==> src/rtl/ascon_pkg.sv <==
// Shared ASCON sequencing types and round-count constants.
// Imported by the permutation control and core blocks.
package ascon_pkg;

  localparam int ASCON_PA_ROUNDS = 12;
  localparam int ASCON_PB_ROUNDS = 6;
  localparam int ASCON_IDX_W     = 4;

  typedef enum logic [1:0] {
    IDLE = 2'd0,
    RUN  = 2'd1,
    DONE = 2'd2
  } state_e;

endpackage

==> src/rtl/ascon_round_ctrl.sv <==
// ASCON p^a round sequencer: walks the round-constant index
// MAX_ROUNDS-a .. MAX_ROUNDS-1 and pulses done / err.
//
// Ports:
//   clk, rst_n   : clock, async active-low reset
//   start_i      : permutation request (taken only when ready_o)
//   rounds_i     : round count a, sampled with an accepted start
//   stall_i      : freezes the round sequence
//   abort_i      : cancels a permutation in progress
//   ready_o      : idle
//   busy_o       : running or finishing
//   round_en_o   : datapath applies a round this cycle
//   const_idx_o  : round-constant index
//   first_o      : current round is the first one
//   last_o       : current round is the final one
//   done_o       : one-cycle pulse after the final round
//   err_o        : one-cycle pulse on a rejected start
module ascon_round_ctrl
  import ascon_pkg::*;
#(
  parameter int MAX_ROUNDS = ASCON_PA_ROUNDS,
  parameter int IDX_W      = ASCON_IDX_W
) (
  input  logic             clk,
  input  logic             rst_n,
  input  logic             start_i,
  input  logic [4:0]       rounds_i,
  input  logic             stall_i,
  input  logic             abort_i,
  output logic             ready_o,
  output logic             busy_o,
  output logic             round_en_o,
  output logic [IDX_W-1:0] const_idx_o,
  output logic             first_o,
  output logic             last_o,
  output logic             done_o,
  output logic             err_o
);

  localparam logic [4:0]       MAX_R    = 5'(MAX_ROUNDS);
  localparam logic [IDX_W-1:0] LAST_IDX = IDX_W'(MAX_ROUNDS - 1);
  localparam logic [IDX_W-1:0] ONE      = IDX_W'(1);

  state_e           state;
  logic [IDX_W-1:0] idx;
  logic [IDX_W-1:0] start_idx;
  logic [IDX_W-1:0] end_idx;
  logic             done_q;
  logic             err_q;
  logic             run;
  logic             req_ok;

  assign run    = (state == RUN);
  assign req_ok = (rounds_i != 5'd0) && (rounds_i <= MAX_R);

  assign ready_o     = (state == IDLE);
  assign busy_o      = (state == RUN) || (state == DONE);
  assign round_en_o  = run && !stall_i && !abort_i;
  assign first_o     = run && (idx == start_idx);
  assign last_o      = run && (idx == end_idx);
  assign const_idx_o = idx;
  assign done_o      = done_q;
  assign err_o       = err_q;

  always_ff @(posedge clk or negedge rst_n) begin
    if (!rst_n) begin
      state     <= IDLE;
      idx       <= '0;
      start_idx <= '0;
      end_idx   <= LAST_IDX;
      done_q    <= 1'b0;
      err_q     <= 1'b0;
    end else begin
      done_q <= 1'b0;
      err_q  <= 1'b0;
      unique case (state)
        IDLE: begin
          if (start_i) begin
            if (req_ok) begin
              idx       <= IDX_W'(MAX_R - rounds_i);
              start_idx <= IDX_W'(MAX_R - rounds_i);
              end_idx   <= LAST_IDX;
              state     <= RUN;
            end else begin
              err_q <= 1'b1;
            end
          end
        end
        RUN: begin
          // abort beats stall; the final round ends in DONE
          if (abort_i) begin
            state <= IDLE;
            idx   <= '0;
          end else if (!stall_i) begin
            if (idx == end_idx) begin
              state  <= DONE;
              done_q <= 1'b1;
            end else begin
              idx <= idx + ONE;
            end
          end
        end
        DONE: begin
          state <= IDLE;
          idx   <= '0;
        end
        default: begin
          state <= IDLE;
          idx   <= '0;
        end
      endcase
    end
  end

endmodule

==> config.mk <==
export PLATFORM = sky130hd
export DESIGN_NAME = ascon_round_ctrl
export DESIGN_NICKNAME = d
export VERILOG_FILES = /design/src/rtl/ascon_pkg.sv /design/src/rtl/ascon_round_ctrl.sv
export SDC_FILE = /design/constraint.sdc
export NUM_CORES = 1
export LEC_CHECK = 0
export CORE_MARGIN = 2
export CORE_UTILIZATION = 49
export CTS_CLUSTER_SIZE = 30
export DETAILED_ROUTE_END_ITERATION = 8
export GPL_TIMING_DRIVEN = 0
export PLACE_DENSITY_LB_ADDON = 0.05
export SLEW_MARGIN = 20
export SYNTH_ARGS = -nofsm -noshare
export SYNTH_HDL_FRONTEND = slang
export SYNTH_SLANG_ARGS = --single-unit
==> constraint.sdc <==
create_clock -name clk -period 2.4 [get_ports clk]
set_input_delay 0.24 -clock clk [delete_from_list [all_inputs] [get_ports clk]]
set_output_delay 0.24 -clock clk [all_outputs]
set_load 0.01 [all_outputs]
=== Word level (Yosys, flattened, before mapping) ===
Cells that the tools add are included.

* Register bits: 12
* Word-level logic and storage cells: 49
* Input bits: 10
* Output and inout port bits: 11

* $lt $le $gt $ge: 1
* Reduce and logical (&&, ||, !) cells: 13
* Muxes and demuxes: 19
* Eq/ne operators: 9
* Add/subtract/negate cells: 2

{| class="wikitable"
|+ Operators with widths
! kind !! count
|-
| 4-bit two-way mux || 5
|-
| 2-bit two-way mux || 5
|-
| 4-bit case mux with 2 select lines || 1
|-
| 4-bit AND reduction || 2
|-
| 1-bit two-way mux || 7
|-
| 3-bit != test (second input constant) || 2
|-
| 5-bit by 4-bit less-or-equal comparator with 1-bit output (second input constant) || 1
|-
| 1-bit logical AND || 5
|-
| 5-bit nonzero test || 1
|-
| 4-bit by 1-bit adder with 4-bit output (second input constant) || 1
|-
| 4-bit == test || 1
|-
| 4-bit == test (second input constant) || 1
|-
| 2-bit case mux with 2 select lines || 1
|-
| 4-bit subtractor (first input constant) || 1
|-
| 3-bit by 2-bit != test with 1-bit output (second input constant) || 1
|-
| 3-bit AND reduction || 1
|-
| 2-bit by 1-bit == test with 1-bit output (second input constant) || 1
|-
| 2-bit == test (second input constant) || 1
|-
| 1-bit zero test || 2
|-
| 2-bit zero test || 1
|-
| 2-bit by 1-bit != test with 1-bit output (second input constant) || 1
|-
| 2-bit != test (second input constant) || 1
|-
| 1-bit logical OR || 1
|}

=== Longest topological paths before layout ===
Gate-level depths: netlist of the first run.

* Word-level depth: 5
* Mapped depth: 7

=== Least setup slack after synthesis of the first run ===
OpenSTA, ideal clock, no wires.

* Kind: in2reg
* From: input port rounds_i[0]
* To: register idx[0] (netlist: const_idx_o[0])
* Buffers on the path: 0
* Stages: 6
* Setup slack: 0.768 ns
* Arrival time: 1.504 ns
* Cell sequence: inv_1 ha_1 and3b_4 o41ai_4 o21ai_2 mux2_1

* Longest elaborated chain between the ends: 4
* Elaborated cells between the ends (all ways): 9
* Classes of those cells: add/sub (1); order compare (1); eq/ne (1); mux (3); reduce/logical (3)

{| class="wikitable"
|+ RTL lines
! element !! line !! RTL
|-
| from (decl) || ascon_round_ctrl.sv:27 || <nowiki>input logic [4:0] rounds_i,</nowiki>
|-
| 4-bit subtractor (tied with other cells) || ascon_round_ctrl.sv:80 || <nowiki>idx <= IDX_W'(MAX_R - rounds_i);</nowiki>
|-
| 4-bit two-way mux or 1-bit logical AND (tied branches) || ascon_round_ctrl.sv:79, ascon_round_ctrl.sv:54 ||
|-
| 4-bit two-way mux or 2-bit by 1-bit != test with 1-bit output (tied branches) || -- ||
|-
| 4-bit case mux with 2 select lines or 4-bit AND reduction (tied branches) || -- ||
|-
| to (signal assigned) || ascon_round_ctrl.sv:80 ||
|-
| to (signal assigned) || ascon_round_ctrl.sv:99 || <nowiki>idx <= idx + ONE;</nowiki>
|-
| to (decl) || ascon_round_ctrl.sv:45 || <nowiki>logic [IDX_W-1:0] idx;</nowiki>
|}

Parallel ways exist; a longest one is shown, timed or not. The select of a mux whose other input is x is not followed.
A chain may end at the register's enable or synchronous reset.

=== Worst setup path in the final report of the first run ===
* From: register state[1]
* To: output port round_en_o

* Longest elaborated chain between the ends: 3

{| class="wikitable"
|+ RTL lines
! element !! line !! RTL
|-
| from (decl) || ascon_round_ctrl.sv:44 || <nowiki>state_e state;</nowiki>
|-
| from (signal assigned) || ascon_round_ctrl.sv:67 || <nowiki>state <= IDLE;</nowiki>
|-
| from (signal assigned) || ascon_round_ctrl.sv:83 || <nowiki>state <= RUN;</nowiki>
|-
| from (signal assigned) || ascon_round_ctrl.sv:92 || <nowiki>state <= IDLE;</nowiki>
|-
| 2-bit by 1-bit == test with 1-bit output || ascon_round_ctrl.sv:53 || <nowiki>assign run = (state == RUN);</nowiki>
|-
| 1-bit logical AND (2 in series) || ascon_round_ctrl.sv:58 || <nowiki>assign round_en_o = run && !stall_i && !abort_i;</nowiki>
|-
| to (decl) || ascon_round_ctrl.sv:32 || <nowiki>output logic round_en_o,</nowiki>
|}

Every way passes these cells.

==> impl_metrics.env, run 1 <==
export IMPL_status="completed"
export IMPL_grt_pass1_wl_mm=2.64
export IMPL_max_slew_margin=0.643
export IMPL_grt_overflow=0
export IMPL_r2r_worst_path_cells=5
export IMPL_cap_violations=0
export IMPL_synth_most_common_cell="dfrtp_1"
export IMPL_synthCells=72
export IMPL_dieArea_um2=1880
export IMPL_clk_pin_slew_ps=80
export IMPL_hold_buffers=0
export IMPL_postCtsSetupRepairBufs=0
export IMPL_clock_skew_ps=4.30
export IMPL_rows=14
export IMPL_yosysSeqAreaShare=0.397
export IMPL_cts_resized=0
export IMPL_final_cells=112
export IMPL_synthArstFlopShare=1.00
export IMPL_ys_ff_latch=12
export IMPL_cts_buffers=3
export IMPL_min_period_ps=2100
export IMPL_drive_above_1_share=0.104
export IMPL_placed_area_um2=977
export IMPL_vias_per_cell=5.79
export IMPL_period_share=0.875
export IMPL_vias=648
export IMPL_ys_flop_type="dfrtp_1"
export IMPL_clk_latency_ps=280
export IMPL_clk_path_buf_depth=2
export IMPL_drv_slew=0
export IMPL_cts_sinks=12
export IMPL_drt_pass1_iterations=4
export IMPL_io_buffers=20
export IMPL_reg2reg_slack_ps=580
export IMPL_cts_tree="yes"
export IMPL_p_leak_nw=0.420
export IMPL_worst_pin_slew_ps=534
export IMPL_r2r_start="state[1]"
export IMPL_root_buffer="clkbuf_4"
export IMPL_fp_dieW_um=43.3
export IMPL_synth_yosys_warnings=0
export IMPL_vdd_drop_max_uv=664
export IMPL_r2r_end="start_idx[3]"
export IMPL_synth_avg_cell_area_um2=10.5
export IMPL_power_per_cell_area_nw_per_um2=1050
export IMPL_finalWirelength_mm=1.62
export IMPL_dp_hpwl_mm=1.23
export IMPL_critPathKind="reg2out"
export IMPL_synth_distinct_cells=26
export IMPL_postRouteAntennaNets=0
export IMPL_rsz0062_at_grt="false"
export IMPL_synthesis_area_um2=757
export IMPL_initial_utilization=0.514
export IMPL_htreeDepth=1
export IMPL_dp_cells=108
export IMPL_final_core_util=0.689
export IMPL_cp_arrival_ps=1860
export IMPL_grt_max_degree=13
export IMPL_critical_path_required_ps=2160
export IMPL_crit_fanout=9
export IMPL_syn_nets=86
export IMPL_clock_fmax_mhz=476
export IMPL_grt_antenna_before_repair=0
export IMPL_area_growth_pct=33.9
export IMPL_fin_nets=111
export IMPL_synth_commonest_cells="dfrtp_1 (12), mux2_1 (7), inv_1 (6), nor2_1 (6)"
export IMPL_gp_congestion=0.838
export IMPL_fin_tns_setup_ps=0
export IMPL_core_um2=1470
export IMPL_hold_path_class="in2async"
export IMPL_grt_usage=0.200
export IMPL_antenna_cells=0
export IMPL_grt_pass1_vias=605
export IMPL_fp_dieH_um=43.3
export IMPL_worstSetupEndpointType="output pin"
export IMPL_synth_edf_count=0
export IMPL_fin_area_um2=1010
export IMPL_start_kind="register"
export IMPL_initialDrtViolationCount=20
export IMPL_num_io_pins=21
export IMPL_drc=0
export IMPL_setup_viol=0
export IMPL_wl_per_cell_um=14.4
export IMPL_synth_area_leaders="dfrtp_1 (40%), mux2_1 (10%), ha_1 (6.6%)"
export IMPL_hold_viol=0
export IMPL_yosysTopAreaCell="dfrtp_1"
export IMPL_synth_top_area_share=0.397
export IMPL_timing_hold_ws_ps=298
## sequential cells by signal, summed over array words and instances, names as in the netlist
name / flops
err_o: 1
const_idx_o: 4
done_o: 1
state: 2
start_idx: 4
## how the worst max path moves through the flow
stage,startpoint,endpoint,slack [ps],cells past startpoint
2_1_floorplan,rounds_i[0],const_idx_o[0],770,6
4_1_cts,state[1],round_en_o,300,6
5_1_grt,state[1],round_en_o,180,6
6_report,state[1],round_en_o,300,6
3_3_place_gp,rounds_i[0],const_idx_o[1],130,7
3_5_place_dp,rounds_i[0],const_idx_o[1],70,7
## critical path, stage by stage (launching register included)
cell,delay [ps]
dfrtp_1,380
inv_1,80
ha_1,180
nand2b_1,60
clkbuf_1,200
nor2_1,130
clkdlybuf4s50_1,540
## stage by stage
stage / worst slack, ps / power [mW]
after floorplan: 768 / 0.683
after global placement: 131 / 0.883
after detailed placement: 66.7 / 0.900
after CTS: 300 / 1.07
after global routing: 175 / 1.14
final: 300 / 1.06
## final cells by class
type,instances,area (um2)
sequential,12,300
multi-input combinational,52,425
tap,16,20.0
inverter,7,27.5
timing repair buffer,20,200
buffer,1,3.75
fill,122,458
clock buffer,4,36.3
## per-layer routing
metal	routed length (um)	vias up	track usage
li1	-	303	-
met1	722	313	0.248
met2	745	25	0.313
met3	104	7	0.0383
met4	45	0	0.133
met5	0	-	0
## report_power, final
group | internal (mW) | total (mW) | switching [mW]
Combinational | 0.291 | 0.536 | 0.245
Sequential | 0.280 | 0.361 | 0.0800
Clock | 0.0925 | 0.167 | 0.0749
Total | 0.663 | 1.06 | 0.400
## logic make-up after synthesis
group / Yosys count / synth area share
buffers and inverters: 8 / 0.0413
flip-flops: 12 / 0.397
AND/OR/NAND/NOR: 21 / 0.175
AO/OA/AOI/OAI: 14 / 0.147
multiplexers: 7 / 0.104
adder cells (fa/ha/maj): 4 / 0.0661
XOR/XNOR: 6 / 0.0694
## placed cells by master (no fill, tap or decap)
master,instances
clkdlybuf4s50_1,20
dfrtp_1,12
a21oi_1,3
clkbuf_1,1
o21ai_1,3
nor3b_2,1
nand2_1,2
nor2_1,6
mux2_1,7
and3b_4,1
xor2_1,3
inv_1,6
a32oi_1,1
nand2b_1,1
nor4_4,1
xnor2_1,3
ha_1,4
clkbuf_4,3
o21ai_2,1
o2bb2ai_1,2
nor3_1,4
clkbuf_8,1
clkinvlp_2,1
o41ai_4,1
a22o_1,1
o21ai_0,2
nor2b_1,2
nand3_1,2
nand3b_1,1
Power figures use the tool's default switching activity.
==> inputs of run 2 (changes only) <==
--- a/config.mk
+++ b/config.mk
@@ -5,12 +5,13 @@
 export SDC_FILE = /design/constraint.sdc
 export NUM_CORES = 1
 export LEC_CHECK = 0
-export CORE_MARGIN = 2
+export CORE_MARGIN = 5
 export CORE_UTILIZATION = 49
 export CTS_CLUSTER_SIZE = 30
 export DETAILED_ROUTE_END_ITERATION = 8
 export GPL_TIMING_DRIVEN = 0
 export PLACE_DENSITY_LB_ADDON = 0.05
+export SETUP_SLACK_MARGIN = 0.5
 export SLEW_MARGIN = 20
 export SYNTH_ARGS = -nofsm -noshare
 export SYNTH_HDL_FRONTEND = slang
==> impl_metrics.env, run 2 (synthesized netlist as in run 1, its figures left out) <==
export IMPL_setup_viol=0
export IMPL_cap_violations=0
export IMPL_critPathLaunch="state[1]"
export IMPL_cp_arrival_ps=1620
export IMPL_grt_overflow=0
export IMPL_drv_slew=0
export IMPL_final_cells=116
export IMPL_hold_path_class="in2async"
export IMPL_fp_dieH_um=49.3
export IMPL_gp_congestion=0.807
export IMPL_p_leak_nw=0.474
export IMPL_finalWirelength_mm=1.81
export IMPL_worstSetupEndpointType="output pin"
export IMPL_num_io_pins=21
export IMPL_final_common_cell="clkdlybuf4s50_1"
export IMPL_vdd_drop_max_uv=651
export IMPL_layout_common_cells="clkdlybuf4s50_1 (16), dfrtp_1 (12), inv_1 (6), nor2_1 (6)"
export IMPL_dpl_worst_slack_ps=136
export IMPL_dieArea_um2=2430
export IMPL_dp_cells=108
export IMPL_period_share=0.773
export IMPL_htreeDepth=1
export IMPL_max_slew_margin=0.629
export IMPL_grt_pass1_vias=695
export IMPL_area_growth_pct=40.3
export IMPL_power_per_cell_area_nw_per_um2=1050
export IMPL_core_um2=1490
export IMPL_fp_dieW_um=49.3
export IMPL_clk_latency_ps=270
export IMPL_clk_path_buf_depth=2
export IMPL_drc=0
export IMPL_multiInputGateArea_um2=448
export IMPL_clock_fmax_mhz=539
export IMPL_ff_latch_area_um2=300
export IMPL_critPathKind="reg2out"
export IMPL_grt_busiest_layer="met2"
export IMPL_cts_buffers=3
export IMPL_io_buffers=20
export IMPL_rsz0062_at_grt="false"
export IMPL_grt_usage=0.154
export IMPL_cp_cell_sequence="inv_1 > ha_2 > clkdlybuf4s50_1"
export IMPL_rows=14
export IMPL_crit_fanout=8
export IMPL_r2r_start="state[1]"
export IMPL_use_met3=0.0306
export IMPL_cts_tree="yes"
export IMPL_crit_slowest_cell="clkdlybuf4s50_1"
export IMPL_slowest_delay_ps=570
export IMPL_clock_skew_ps=1.34
export IMPL_status="completed"
export IMPL_antenna_cells=0
export IMPL_critical_path_required_ps=2160
export IMPL_postRouteAntennaNets=0
export IMPL_fin_tns_setup_ps=0
export IMPL_grt_max_degree=13
export IMPL_initialDrtViolationCount=9
export IMPL_drive_above_1_share=0.190
export IMPL_root_buffer="clkbuf_4"
export IMPL_fillers=127
export IMPL_layout_setup_ws_ps=545
export IMPL_drt_pass1_iterations=5
export IMPL_hold_viol=0
export IMPL_min_period_ps=1860
export IMPL_grt_antenna_before_repair=0
export IMPL_vias_per_cell=5.56
export IMPL_start_kind="register"
export IMPL_grt_use_met1=0.189
export IMPL_clk_pin_slew_ps=70
export IMPL_cts_sinks=12
export IMPL_vias=645
export IMPL_dp_hpwl_mm=1.27
export IMPL_worst_pin_slew_ps=554
export IMPL_grt_pass1_wl_mm=2.95
export IMPL_globalRouteMet2Util=0.249
export IMPL_wl_per_cell_um=15.6
export IMPL_initial_utilization=0.508
export IMPL_fin_nets=116
run 2: changes by cell type in the layout (fill, tap and decap cells not counted), sizes merged:
cell | previous run | this run
buf | 0 | 5
clkbuf | 5 | 4
clkdlybuf4s50 | 20 | 16
dlygate4sd2 | 0 | 3
dlymetal6s2s | 0 | 1
run 2: per-layer routing:
layer,up-vias,wire length (um)
li1,313,-
met1,312,800
met2,18,909
met3,2,90
met4,0,6
met5,-,0
run 2: power breakdown:
group / total, mW / internal [mW] / switching (mW)
clock: 0.124 / 0.0581 / 0.0655
sequential: 0.344 / 0.281 / 0.0635
combinational: 0.647 / 0.361 / 0.286
total: 1.12 / 0.700 / 0.415
run 2: what timing repair did:
action | in CTS | in global routing
pin swaps | 1 | 1
setup buffers | 5 | 0
setup endpoints to repair | 7 | 5
resized for setup | 7 | 4
hold buffers | 0 | 0
run 2: final timing paths:
| check | cells after the start | slack [ps] | endpoint |
|---|---|---|---|
| setup reg to reg | 5 | 730 | start_idx[2] |
| hold / removal | 1 | 320 | err_o |
| setup / recovery | 3 | 540 | ready_o |
| max in group asynchronous | 1 | 1710 | const_idx_o[0] |
| min in group clk | 2 | 390 | start_idx[0] |
| hold reg to reg | 1 | 520 | start_idx[3] |
run 2: stage by stage:
step	instance area [um2]	hold WS, ps	power (mW)	util
final	1060	324	1.12	0.713
after global placement	977	492	0.886	0.656
after floorplan	757	-55.6	0.683	-
after CTS	1040	337	1.09	0.700
after detailed placement	977	502	0.897	0.656
after global routing	1060	359	1.19	0.713
run 2: critical path, delay by kind of cell, from the launching register on:
| family | cells | cell delay (ps) |
|---|---|---|
| flops | 1 | 380 |
| buf+inv | 2 | 660 |
| fa+ha+maj | 1 | 300 |
run 2: area by class of cell:
type                            instances  share of cell area
Multi-Input combinational cell         52               0.422
Tap cell                               16              0.0188
Timing Repair Buffer                   25               0.223
Inverter                                7              0.0259
Sequential cell                        12               0.283
Buffer                                  1             0.00707
Clock buffer                            3              0.0212
==> inputs of run 3 (changes only) <==
--- a/config.mk
+++ b/config.mk
@@ -5,8 +5,9 @@
 export SDC_FILE = /design/constraint.sdc
 export NUM_CORES = 1
 export LEC_CHECK = 0
+export CORE_ASPECT_RATIO = 0.8
 export CORE_MARGIN = 5
-export CORE_UTILIZATION = 49
+export CORE_UTILIZATION = 41
 export CTS_CLUSTER_SIZE = 30
 export DETAILED_ROUTE_END_ITERATION = 8
 export GPL_TIMING_DRIVEN = 0
==> constraint.sdc (replaced) <==
create_clock -name clk -period 1.55 [get_ports clk]
set_input_delay 0.155 -clock clk [delete_from_list [all_inputs] [get_ports clk]]
set_output_delay 0.155 -clock clk [all_outputs]
set_load 0.01 [all_outputs]
==> impl_metrics.env, run 3 (synthesized netlist as in run 1, its figures left out) <==
export IMPL_status="finished with violations"
export IMPL_violations="setup timing"
export IMPL_vias=708
export IMPL_antenna_cells=0
export IMPL_layout_setup_ws_ps=-39.3
export IMPL_rsz0062_at_grt="true"
export IMPL_combPwrFrac=0.657
export IMPL_core_um2=1690
export IMPL_gp_congestion=0.795
export IMPL_fin_nets=132
export IMPL_wl_per_cell_um=16.1
export IMPL_final_core_util=0.800
export IMPL_layout_common_cells="buf_6 (17), buf_4 (11), dfrtp_1 (9), mux2_4 (6)"
export IMPL_drv_slew=0
export IMPL_grt_pass1_wl_mm=3.53
export IMPL_finalWirelength_mm=2.24
export IMPL_power_frac_clock=0.105
export IMPL_grt_overflow=0
export IMPL_critPathKind="reg2reg"
export IMPL_start_kind="register"
export IMPL_period_share=1.03
export IMPL_cts_buffers=3
export IMPL_grt_antenna_before_repair=0
export IMPL_intPower_mw=1.55
export IMPL_min_period_ps=1590
export IMPL_initial_utilization=0.447
export IMPL_cp_top_family="flip-flops"
export IMPL_max_slew_margin=0.640
export IMPL_drive_above_1_share=0.598
export IMPL_seq_power_share=0.238
export IMPL_root_buffer="clkbuf_4"
export IMPL_num_io_pins=21
export IMPL_area_growth_pct=78.7
export IMPL_fillers=110
export IMPL_postRouteAntennaNets=0
export IMPL_drc=0
export IMPL_finalPower_mw=2.41
export IMPL_hold_viol=0
export IMPL_drt_pass1_iterations=3
export IMPL_crit_buf_inv=2
export IMPL_worstSetupEndpointType="register"
export IMPL_rows=13
export IMPL_crit_fanout=3
export IMPL_cp_arrival_ps=1760
export IMPL_power_switching_uw=860
export IMPL_path_common_cell="buf_6"
export IMPL_clk_pin_slew_ps=80
export IMPL_fin_area_um2=1350
export IMPL_crit_slowest_cell="dfrtp_2"
export IMPL_dp_cells=114
export IMPL_fp_dieW_um=58.0
export IMPL_vias_per_cell=5.09
export IMPL_cap_violations=0
export IMPL_p_leak_nw=0.603
export IMPL_critical_path_required_ps=1720
export IMPL_cp_cell_sequence="buf_6 > ha_4 > nand3b_1 > buf_6 > nor2_2 > o21ai_2 > mux2_4"
export IMPL_clk_latency_ps=280
export IMPL_clk_path_buf_depth=2
export IMPL_grt_pass1_vias=759
export IMPL_vdd_drop_max_uv=1190
export IMPL_setup_viol=10
export IMPL_grt_max_degree=13
export IMPL_io_buffers=20
export IMPL_hold_path_class="in2async"
export IMPL_clock_skew_ps=9.21
export IMPL_dieArea_um2=2810
export IMPL_cts_sinks=12
export IMPL_initialDrtViolationCount=7
export IMPL_final_cells=139
export IMPL_slowest_delay_ps=440
export IMPL_power_per_cell_area_nw_per_um2=1780
export IMPL_htreeDepth=1
export IMPL_final_common_cell="buf_6"
export IMPL_dp_hpwl_mm=1.37
export IMPL_grt_usage=0.164
export IMPL_worst_pin_slew_ps=538
export IMPL_p_sw_frac=0.357
export IMPL_fp_dieH_um=48.4
export IMPL_cts_tree="yes"
export IMPL_placed_area_um2=1040
export IMPL_clock_fmax_mhz=629
export IMPL_hold_buffers=0
run 3: cell count changes in the layout (fill, tap and decap cells not counted), moves of 3 or more:
cell             before  now
buf_6                 0   17
buf_2                 0    3
mux2_4                2    6
dfrtp_2               0    3
buf_4                 5   11
clkdlybuf4s50_1      16    4
mux2_1                5    1
inv_1                 6    1
inv_2                 0    3
dfrtp_1              12    9
run 3: final cells by class:
type / count / area [um2] / area share
clock buffer: 4 / 36.3 / 0.0268
inverter: 7 / 45.0 / 0.0333
timing repair buffer: 41 / 390 / 0.289
buffer: 1 / 13.8 / 0.0102
tap: 22 / 27.5 / 0.0204
sequential: 12 / 304 / 0.225
multi-input combinational: 52 / 536 / 0.396
run 3: power by group through the flow:
stage               clock network (mW)  registers, mW  logic (mW)
floorplan                            0          0.567       0.570
global placement                     0          0.563       0.898
detailed placement                   0          0.569       0.913
CTS                              0.257          0.556        1.31
global route                     0.279          0.583        1.71
finish                           0.253          0.573        1.58
run 3: metrics by stage:
stage | hold slack (ps) | setup TNS (ps) | worst slack [ps]
3_3_place_gp | 491 | -6040 | -767
3_5_place_dp | 502 | -6190 | -779
6_report | 221 | -259 | -39.3
4_1_cts | 199 | 0 | 15.0
2_1_floorplan | -141 | 0 | 12.3
5_1_grt | 228 | -948 | -111
run 3: final timing paths:
| kind | start | end | slack (ps) | cells past startpoint |
|---|---|---|---|---|
| hold / removal | rst_n | start_idx[2] | 220 | 1 |
| hold reg to reg | start_idx[3] | start_idx[3] | 550 | 1 |
| min in group clk | rounds_i[0] | start_idx[0] | 230 | 2 |
| max in group asynchronous | rst_n | const_idx_o[2] | 940 | 1 |
| setup / recovery | const_idx_o[1] | state[0] | -40 | 7 |
| setup reg to reg | const_idx_o[1] | state[0] | -40 | 7 |
run 3: metal layers:
layer / vias to the layer above / global-route usage / share of wire
met1: 337 / 0.206 / 0.45
met5: - / 0 / 0
met3: 9 / 0.0582 / 0.038
met2: 18 / 0.267 / 0.49
li1: 344 / - / -
met4: 0 / 0.0347 / 0.025
run 3: repair_timing:
action                     4_1_cts  5_1_grt
pin swaps                        4        4
gates resized for setup         77       15
setup endpoints to repair       23       21
setup buffers                   16        5
hold endpoints to repair         0        0
